==> src/rtl/tx_frame_scheduler.sv <==
// Two-requester response-frame scheduler in front of the tx byte serialiser.
// Requester 0 has fixed priority; bytes are staged in a small FIFO and handed out on tx_req.
module tx_frame_scheduler #(
   parameter int FIFO_DEPTH = 4
) (
   input  logic       clk,
   input  logic       rst_n,
   input  logic       req0_valid,
   input  logic [7:0] req0_data,
   input  logic [2:0] req0_data_bits,
   input  logic       req0_last,
   output logic       req0_ready,
   input  logic       req1_valid,
   input  logic [7:0] req1_data,
   input  logic [2:0] req1_data_bits,
   input  logic       req1_last,
   output logic       req1_ready,
   input  logic       rx_soc,
   output logic [7:0] tx_data,
   output logic [2:0] tx_data_bits,
   output logic       tx_ready_to_send,
   input  logic       tx_req,
   output logic [1:0] grant,
   output logic       done,
   output logic       aborted,
   output logic       underrun,
   output logic [1:0] o_dbg_state
);

   localparam int AW = $clog2(FIFO_DEPTH);
   localparam logic [AW:0] DEPTH_CNT = (AW+1)'(FIFO_DEPTH);

   typedef enum logic [1:0] {
      S_IDLE   = 2'd0,
      S_ACTIVE = 2'd1,
      S_FLUSH  = 2'd2
   } state_t;

   state_t          r_state;
   logic [1:0]      r_grant;
   logic            r_started;
   logic            r_last_acc;
   logic            r_rts;
   logic [7:0]      r_tx_data;
   logic [2:0]      r_tx_bits;
   logic            r_done;
   logic            r_aborted;
   logic            r_underrun;
   logic [AW-1:0]   r_wr_ptr;
   logic [AW-1:0]   r_rd_ptr;
   logic [AW:0]     r_count;
   logic [10:0]     r_mem [FIFO_DEPTH];

   state_t          w_state_nx;
   logic [1:0]      w_grant_nx;
   logic            w_started_nx;
   logic            w_last_acc_nx;
   logic            w_rts_nx;
   logic            w_done_nx;
   logic            w_aborted_nx;
   logic            w_underrun_nx;
   logic            w_push;
   logic            w_pop;
   logic            w_clear;

   logic            w_full;
   logic            w_empty;
   logic            w_rdy_active;
   logic            w_flush;
   logic            w_accept;
   logic            w_accept_last;
   logic [7:0]      w_sel_data;
   logic [2:0]      w_sel_bits;
   logic            w_sel_last;
   logic [2:0]      w_push_bits;

   assign w_full       = (r_count == DEPTH_CNT);
   assign w_empty      = (r_count == '0);
   assign w_rdy_active = (r_state == S_ACTIVE) && !w_full && !r_last_acc;
   assign w_flush      = (r_state == S_FLUSH);

   // Ready never depends on valid, so the requester may sample it before driving.
   assign req0_ready = r_grant[0] && (w_rdy_active || w_flush);
   assign req1_ready = r_grant[1] && (w_rdy_active || w_flush);

   assign w_sel_data    = r_grant[1] ? req1_data      : req0_data;
   assign w_sel_bits    = r_grant[1] ? req1_data_bits : req0_data_bits;
   assign w_sel_last    = r_grant[1] ? req1_last      : req0_last;
   assign w_accept      = (req0_valid && req0_ready) || (req1_valid && req1_ready);
   assign w_accept_last = w_accept && w_sel_last;
   assign w_push_bits   = w_sel_last ? w_sel_bits : 3'd0;

   always_comb begin
      w_state_nx    = r_state;
      w_grant_nx    = r_grant;
      w_started_nx  = r_started;
      w_last_acc_nx = r_last_acc;
      w_rts_nx      = r_rts;
      w_done_nx     = 1'b0;
      w_aborted_nx  = 1'b0;
      w_underrun_nx = 1'b0;
      w_push        = 1'b0;
      w_pop         = 1'b0;
      w_clear       = 1'b0;
      case (r_state)
         S_IDLE: begin
            if (req0_valid) begin
               w_grant_nx = 2'b01;
               w_state_nx = S_ACTIVE;
            end else if (req1_valid) begin
               w_grant_nx = 2'b10;
               w_state_nx = S_ACTIVE;
            end
         end
         S_ACTIVE: begin
            if (rx_soc) begin
               // A byte caught in the abort cycle is dropped along with the buffered ones.
               w_clear       = 1'b1;
               w_rts_nx      = 1'b0;
               w_aborted_nx  = 1'b1;
               w_started_nx  = 1'b0;
               w_last_acc_nx = 1'b0;
               if (r_last_acc || w_accept_last) begin
                  w_grant_nx = 2'b00;
                  w_state_nx = S_IDLE;
               end else begin
                  w_state_nx = S_FLUSH;
               end
            end else begin
               w_push = w_accept;
               if (w_accept_last) w_last_acc_nx = 1'b1;
               if (!r_started) begin
                  if (!w_empty && !r_rts) begin
                     w_pop        = 1'b1;
                     w_rts_nx     = 1'b1;
                     w_started_nx = 1'b1;
                  end
               end else if (tx_req) begin
                  if (!w_empty) begin
                     w_pop = 1'b1;
                  end else if (r_last_acc) begin
                     w_rts_nx      = 1'b0;
                     w_done_nx     = 1'b1;
                     w_grant_nx    = 2'b00;
                     w_started_nx  = 1'b0;
                     w_last_acc_nx = 1'b0;
                     w_state_nx    = S_IDLE;
                  end else begin
                     // Frame is broken; a same-cycle push is discarded, and if it was the last byte there is nothing left to flush.
                     w_rts_nx      = 1'b0;
                     w_underrun_nx = 1'b1;
                     w_started_nx  = 1'b0;
                     w_clear       = 1'b1;
                     w_last_acc_nx = 1'b0;
                     if (w_accept_last) begin
                        w_grant_nx = 2'b00;
                        w_state_nx = S_IDLE;
                     end else begin
                        w_state_nx = S_FLUSH;
                     end
                  end
               end
            end
         end
         S_FLUSH: begin
            if (w_accept_last) begin
               w_grant_nx    = 2'b00;
               w_started_nx  = 1'b0;
               w_last_acc_nx = 1'b0;
               w_state_nx    = S_IDLE;
            end
         end
         default: begin
            w_state_nx = S_IDLE;
            w_grant_nx = 2'b00;
         end
      endcase
   end

   always_ff @(posedge clk or negedge rst_n) begin
      if (!rst_n) begin
         r_state    <= S_IDLE;
         r_grant    <= 2'b00;
         r_started  <= 1'b0;
         r_last_acc <= 1'b0;
         r_rts      <= 1'b0;
         r_tx_data  <= 8'h00;
         r_tx_bits  <= 3'd0;
         r_done     <= 1'b0;
         r_aborted  <= 1'b0;
         r_underrun <= 1'b0;
         r_wr_ptr   <= '0;
         r_rd_ptr   <= '0;
         r_count    <= '0;
      end else begin
         r_state    <= w_state_nx;
         r_grant    <= w_grant_nx;
         r_started  <= w_started_nx;
         r_last_acc <= w_last_acc_nx;
         r_rts      <= w_rts_nx;
         r_done     <= w_done_nx;
         r_aborted  <= w_aborted_nx;
         r_underrun <= w_underrun_nx;
         if (w_pop) begin
            r_tx_data <= r_mem[r_rd_ptr][7:0];
            r_tx_bits <= r_mem[r_rd_ptr][10:8];
         end
         if (w_clear) begin
            r_wr_ptr <= '0;
            r_rd_ptr <= '0;
            r_count  <= '0;
         end else begin
            if (w_push) r_wr_ptr <= r_wr_ptr + AW'(1);
            if (w_pop)  r_rd_ptr <= r_rd_ptr + AW'(1);
            r_count <= r_count + (AW+1)'(w_push) - (AW+1)'(w_pop);
         end
      end
   end

   always_ff @(posedge clk) begin
      if (w_push && !w_clear) r_mem[r_wr_ptr] <= {w_push_bits, w_sel_data};
   end

   assign tx_data          = r_tx_data;
   assign tx_data_bits     = r_tx_bits;
   assign tx_ready_to_send = r_rts;
   assign grant            = r_grant;
   assign done             = r_done;
   assign aborted          = r_aborted;
   assign underrun         = r_underrun;
   assign o_dbg_state      = r_state;

endmodule

==> config.mk <==
export PLATFORM = sky130hd
export DESIGN_NAME = tx_frame_scheduler
export DESIGN_NICKNAME = d
export VERILOG_FILES = /design/src/rtl/tx_frame_scheduler.sv
export SDC_FILE = /design/constraint.sdc
export NUM_CORES = 1
export LEC_CHECK = 0
export CAP_MARGIN = 10
export CORE_MARGIN = 1.5
export CORE_UTILIZATION = 50
export DETAILED_ROUTE_END_ITERATION = 12
export HOLD_SLACK_MARGIN = 0.06
export PLACE_DENSITY = 0.8
export SLEW_MARGIN = 20
export SYNTH_ARGS = -nofsm -noshare
export SYNTH_HDL_FRONTEND = slang
export SYNTH_SLANG_ARGS = --single-unit
==> constraint.sdc <==
create_clock -name clk -period 2.8 [get_ports clk]
set_input_delay 0.56 -clock clk [delete_from_list [all_inputs] [get_ports clk]]
set_output_delay 0.56 -clock clk [all_outputs]
set_load 0.005 [all_outputs]
==> results.tsv, run 1 <==
metric	value	unit
outcome	finished, final reports clean	
die_h	82.4	um
endpoint_kind	output pin	
ys_warn_count	0	
worstReg2RegStart	r_count[1]$_DFF_PN0_	
fin_crit_sh	94.9	%
rsz0062_at_grt	false	
wl_met1	2560	um
min_path_type	flop to flop	
wl_per_cell	17.3	um
fin_skew	0.00634	ns
cts_buffers	9	
antenna_found_initial	0	
fp.coreArea	0.00599	mm2
grt-ovfl-total	0	
ys_ff_latch	72	
antennaDiodeCount	0	
grt_pass1_vias	1957	
comb_power_share	31.2	%
fmax	0.376	GHz
min_path_cells	1	
drv_slew	0	
cp_cell_sequence	or3b_2 > a21o_1 > and2_1 > clkdlybuf4s50_1	
avgSynthCellArea	15.8	um2
hpwl	4190	um
drtIter0Drc	144	
maxCapViolations	0	
grt_use_total	20.3	%
post_synth_instance_area	0.00315	mm2
dr.pass1.iters	4	
min_from	tx_data[3]$_DFFE_PN0P_	
hold_viol_final	0	
area_growth	29.2	%
finalNetCount	306	
p_leak	0.00155	uW
synth_flop_cell	edfxtp_1	
drtAntennaViolNets	0	
met3_wirelength	283	um
worstPathArrival	2.10	ns
vias_per_cell	5.52	
multi_input_area	0.00106	mm2
gp_routability_congestion	0.863	
r2r_slack	0.35	ns
cp_max_fo	5	
slowest_stage	or3b_2	
layout.cells.most_common_list	clkdlybuf4s50_1 (50), edfxtp_1 (44), dfrtp_1 (28)	
yosysSeqAreaShare	64.1	%
syn_inst	199	
port_buffers	50	
nFillCells	423	
root_buffer	clkbuf_8	
finalSetupViolCount	0	
ff2ff_path_depth	11	
holdPathEnd	tx_data[3]$_DFFE_PN0P_	
cts_max_level	3	
holdBufCountCts	0	
setup-tns-final	0	ns
worst_slack	0.143	ns
slew_headroom	49.5	%
pin_count	51	
final_common_cell	clkdlybuf4s50_1	
clk_latency	0.33	ns
ir_drop	0.514	mV
regArea	0.00202	mm2
drc	0	
cts_resized	0	
start_util	52.6	%
clkPwrFrac	26.8	%
place_ws	-0.0895	ns
synth.distinct_cells	44	
worst_pin_slew	0.757	ns
finalWirelength	6030	um
power.density	895	mW/mm2
p_switching	1030	uW
slowest_delay	0.51	ns
top_layer	met4	
cts_setup_buffers	0	
die_area	0.00679	mm2
ys_async_sr_fraction	38.9	%
drive_above_1_share	25.2	%
min_period	2.66	ns
path_class	flop to output pin	
critPathLaunchType	flop	
grt_first_pass_wirelength	9700	um
grt_max_degree	29	
path_clk_slew	0.07	ns
synth_nets	236	
synth_edf_count	44	
num_rows	28	
seqPwrFrac	42.0	%
vias	1925	
met2_wirelength	3160	um
dieWidth	82.4	um
cts_max_path_buffers	2	
clock_sinks	72	
swShare	28.4	%
critPathRequiredTime	2.24	ns
internal_power	2610	uW
cts_tree	yes	
r2r-end	r_count[2]$_DFF_PN0_	
==> through the flow <==
stage	power (uW)	hold WS [ns]	cells	area [um2]	util [%]
4_1_cts	3670	0.517	349	4070	68.0
3_5_place_dp	2690	0.497	333	3830	64.0
2_1_floorplan	2190	0.264	199	3150	-
5_1_grt	3850	0.534	349	4070	68.0
6_report	3640	0.510	349	4070	68.0
3_3_place_gp	2660	0.486	333	3830	64.0
==> sequential cells by signal, indices dropped and copies added (netlist names) <==
signal	cells
r_mem	44
tx_data	8
r_count	3
tx_data_bits	3
grant	2
o_dbg_state	2
r_rd_ptr	2
r_wr_ptr	2
aborted	1
done	1
r_last_acc	1
r_started	1
tx_ready_to_send	1
underrun	1
==> power by group through the flow <==
stage / combinational (uW) / clock, uW / sequential (uW)
floorplan: 703 / 0 / 1490
global placement: 1110 / 0 / 1550
detailed placement: 1140 / 0 / 1550
CTS: 1150 / 994 / 1530
global route: 1250 / 1030 / 1560
finish: 1140 / 976 / 1530
==> worst max path at each step <==
stage                                from  slack [ns]  cells after the start                    to
6_report             r_count[1]$_DFF_PN0_        0.14                      4            req1_ready
5_1_grt        o_dbg_state[1]$_DFFE_PN0P_        0.05                      5            req1_ready
4_1_cts              r_count[1]$_DFF_PN0_        0.13                      4            req1_ready
3_5_place_dp                       rx_soc       -0.09                     11  r_count[2]$_DFF_PN0_
3_3_place_gp                       rx_soc      -0.008                     11  r_count[2]$_DFF_PN0_
2_1_floorplan        r_count[1]$_DFF_PN0_        0.24                     13  r_count[2]$_DFF_PN0_
==> worst max-delay path, delay by kind of cell, from the launching register on <==
kind            cells  cell delay [ns]
compound gates      1             0.22
buf+inv             1             0.43
flops               1             0.45
simple gates        2             0.67
==> synth_stat cells (2+ instances only) <==
cell type / count / share of area [%]
o21ai_0: 5 / 0.79
inv_1: 7 / 0.83
and2_1: 8 / 1.6
or3_1: 2 / 0.40
a21oi_1: 3 / 0.48
buf_2: 3 / 0.48
a32o_1: 3 / 0.95
mux4_2: 11 / 7.9
nor3_1: 2 / 0.32
mux2_2: 19 / 6.8
nand3_1: 4 / 0.63
dfrtp_1: 28 / 22
nor2b_1: 5 / 0.99
ha_1: 6 / 2.4
a21o_1: 2 / 0.48
xnor2_1: 2 / 0.56
o2bb2ai_1: 2 / 0.56
edfxtp_1: 44 / 42
nand2_1: 8 / 0.95
nor2_1: 10 / 1.2
a211oi_1: 2 / 0.48
==> metal layers <==
metal,global-route usage [%],up-vias
met4,8.31,0
met5,0,-
met3,4.73,4
li1,-,892
met2,32.1,66
met1,27.2,963
==> cell type report <==
cell class,count,area share (%)
timing repair buffer,65,15.4
tap,75,2.30
clock buffer,9,3.04
multi-input combinational,114,26.1
sequential,72,49.6
inverter,7,0.645
clock inverter,7,2.89
==> cell families after synthesis <==
logic type / after synthesis / share of synthesized area (%)
flip-flops: 72 / 64.1
AND/OR/NAND/NOR: 46 / 8.25
multiplexers: 31 / 15.0
AO/OA/AOI/OAI: 27 / 6.67
buffers and inverters: 13 / 2.14
adder cells (fa/ha/maj): 7 / 3.02
XOR/XNOR: 3 / 0.833
No activity file was read; power rests on OpenSTA's default activity.
==> run 2, diff against run 1 <==
--- a/config.mk
+++ b/config.mk
@@ -6,8 +6,9 @@
 export NUM_CORES = 1
 export LEC_CHECK = 0
 export CAP_MARGIN = 10
-export CORE_MARGIN = 1.5
+export CORE_MARGIN = 2
 export CORE_UTILIZATION = 50
+export CTS_CLUSTER_DIAMETER = 120
 export DETAILED_ROUTE_END_ITERATION = 12
 export HOLD_SLACK_MARGIN = 0.06
 export PLACE_DENSITY = 0.8
==> results.tsv, run 2 (synthesis results as in run 1) <==
metric	value	unit	change
grt-ovfl-total	0		unchanged
cts_max_level	3		unchanged
die_h	83.4	um	+1.2%
min_period	2.66	ns	+0.00768 ns
multi_input_area	0.00106	mm2	unchanged
clkPwrFrac	26.7	%	about the same
slowest_stage	or3b_2		
slew_headroom	48.4	%	-1.1 points
fin_crit_sh	95.2	%	+0.27 points
vias	1919		-0.31%
critPathLaunchType	flop		
dieWidth	83.4	um	+1.2%
grt_pass1_vias	2029		+3.7%
layout.cells.most_common_list	clkdlybuf4s50_1 (50), edfxtp_1 (44), dfrtp_1 (28)		
hold_viol_final	0		unchanged
antennaDiodeCount	0		unchanged
drv_slew	0		unchanged
root_buffer	clkbuf_8		
drc	0		unchanged
cp_cell_sequence	or3b_2 > a21o_1 > and2_1 > clkdlybuf4s50_1		
crit_buf_inv	1		unchanged
path_clk_slew	0.08	ns	about the same
fp.coreArea	0.00599	mm2	unchanged
total_power	3640	uW	about the same
critPathRequiredTime	2.24	ns	about the same
port_buffers	50		unchanged
dr.pass1.iters	4		unchanged
worst_pin_slew	0.774	ns	+0.0168 ns
final_common_cell	clkdlybuf4s50_1		
fin_skew	0.00906	ns	+0.00272 ns
finish.instance_area	0.00405	mm2	-0.65%
clk_latency	0.34	ns	about the same
worstPathArrival	2.10	ns	about the same
nFillCells	413		-2.4%
swShare	28.8	%	+0.40 points
cts_buffers	9		unchanged
pin_count	51		unchanged
wl_per_cell	17.9	um	+3.4%
grt_max_degree	29		unchanged
ir_drop	0.558	mV	+8.5%
drtIter0Drc	161		+12%
rsz0062_at_grt	false		
start_util	52.6	%	unchanged
vias_per_cell	5.53		+0.26%
largest_register_ffs	44		unchanged
antenna_found_initial	0		unchanged
placed_area	0.00380	mm2	-0.72%
grt_use_total	19.3	%	-1.1 points
drtAntennaViolNets	0		unchanged
slowest_delay	0.51	ns	about the same
fmax	0.375	GHz	-0.29%
clock_sinks	72		unchanged
holdBufCountCts	0		unchanged
largest-register	r_mem		
finalSetupViolCount	0		unchanged
drive_above_1_share	24.3	%	-0.92 points
finalWirelength	6200	um	+2.8%
grt_first_pass_wirelength	10000	um	+3.4%
cts_tree	yes		
hpwl	4270	um	+1.8%
maxCapViolations	0		unchanged
internal_power	2590	uW	-0.55%
p_switching	1050	uW	+1.4%
min_path_type	flop to flop		
p_leak	0.00153	uW	-1.2%
finalNetCount	304		-0.65%
endpoint_kind	output pin		
die_area	0.00696	mm2	+2.4%
cts_max_path_buffers	2		unchanged
regArea	0.00202	mm2	unchanged
num_rows	28		unchanged
area_growth	28.3	%	
path_class	flop to output pin		
power.density	900	mW/mm2	+0.67%
cp_max_fo	5		unchanged
path_delay_family	simple AND/OR/NAND/NOR gates		
comb_power_share	30.9	%	-0.3 points
gp_routability_congestion	0.844		-2.2%
seqPwrFrac	42.4	%	+0.4 points
outcome	finished, final reports clean		
cts_setup_buffers	0		unchanged
post-route-util	67.5	%	-0.44 points
cts_resized	0		unchanged
-- run 2: cell count changes in the layout (fill, tap and decap cells not counted), sizes merged --
cell and change:
clkinvlp +1, buf -2, inv -1
-- run 2: routing by layer --
| metal | wire (um) | share of wire [%] | GRT usage, % |
|---|---|---|---|
| met1 | 2510 | 40 | 24.0 |
| met2 | 3280 | 53 | 32.2 |
| met3 | 298 | 4.8 | 4.17 |
| met4 | 109 | 1.8 | 9.09 |
| met5 | 0 | 0 | 0 |
-- run 2: path summary, 6_finish.rpt --
| kind | cells after the start | start | end | slack (ns) |
|---|---|---|---|---|
| max in group asynchronous | 2 | rst_n | aborted$_DFF_PN0_ | 1.91 |
| min in group asynchronous | 2 | rst_n | grant[0]$_DFFE_PN0P_ | 0.60 |
| max reg2reg | 11 | r_count[1]$_DFF_PN0_ | r_count[2]$_DFF_PN0_ | 0.22 |
| max | 4 | r_count[1]$_DFF_PN0_ | req0_ready | 0.14 |
| min | 1 | tx_data[5]$_DFFE_PN0P_ | tx_data[5]$_DFFE_PN0P_ | 0.51 |
| min reg2reg | 1 | tx_data[5]$_DFFE_PN0P_ | tx_data[5]$_DFFE_PN0P_ | 0.51 |
-- run 2: power by group through the flow --
stage / Combinational [uW] / Sequential [uW] / Clock [uW]
6_report: 1130 / 1540 / 974
5_1_grt: 1220 / 1580 / 1040
4_1_cts: 1140 / 1540 / 992
3_5_place_dp: 1130 / 1560 / 0
3_3_place_gp: 1090 / 1550 / 0
2_1_floorplan: 703 / 1490 / 0
-- run 2: cell type report --
type	instances	area share, %
clock inverters	7	2.94
flip-flops and latches	72	50.0
clock buffers	9	3.06
multi-input cells	114	26.3
inverters	7	0.649
well taps	75	2.32
repair buffers	63	14.8
-- run 2: per-stage QoR --
step / setup slack (ns) / std cells / hold slack (ns) / setup TNS [ns]
floorplan: 0.236 / 199 / 0.264 / 0
global placement: 0.0176 / 331 / 0.488 / 0
detailed placement: -0.0747 / 331 / 0.497 / -0.0747
CTS: 0.119 / 347 / 0.518 / 0
global route: 0.0413 / 347 / 0.537 / 0
finish: 0.136 / 347 / 0.514 / 0
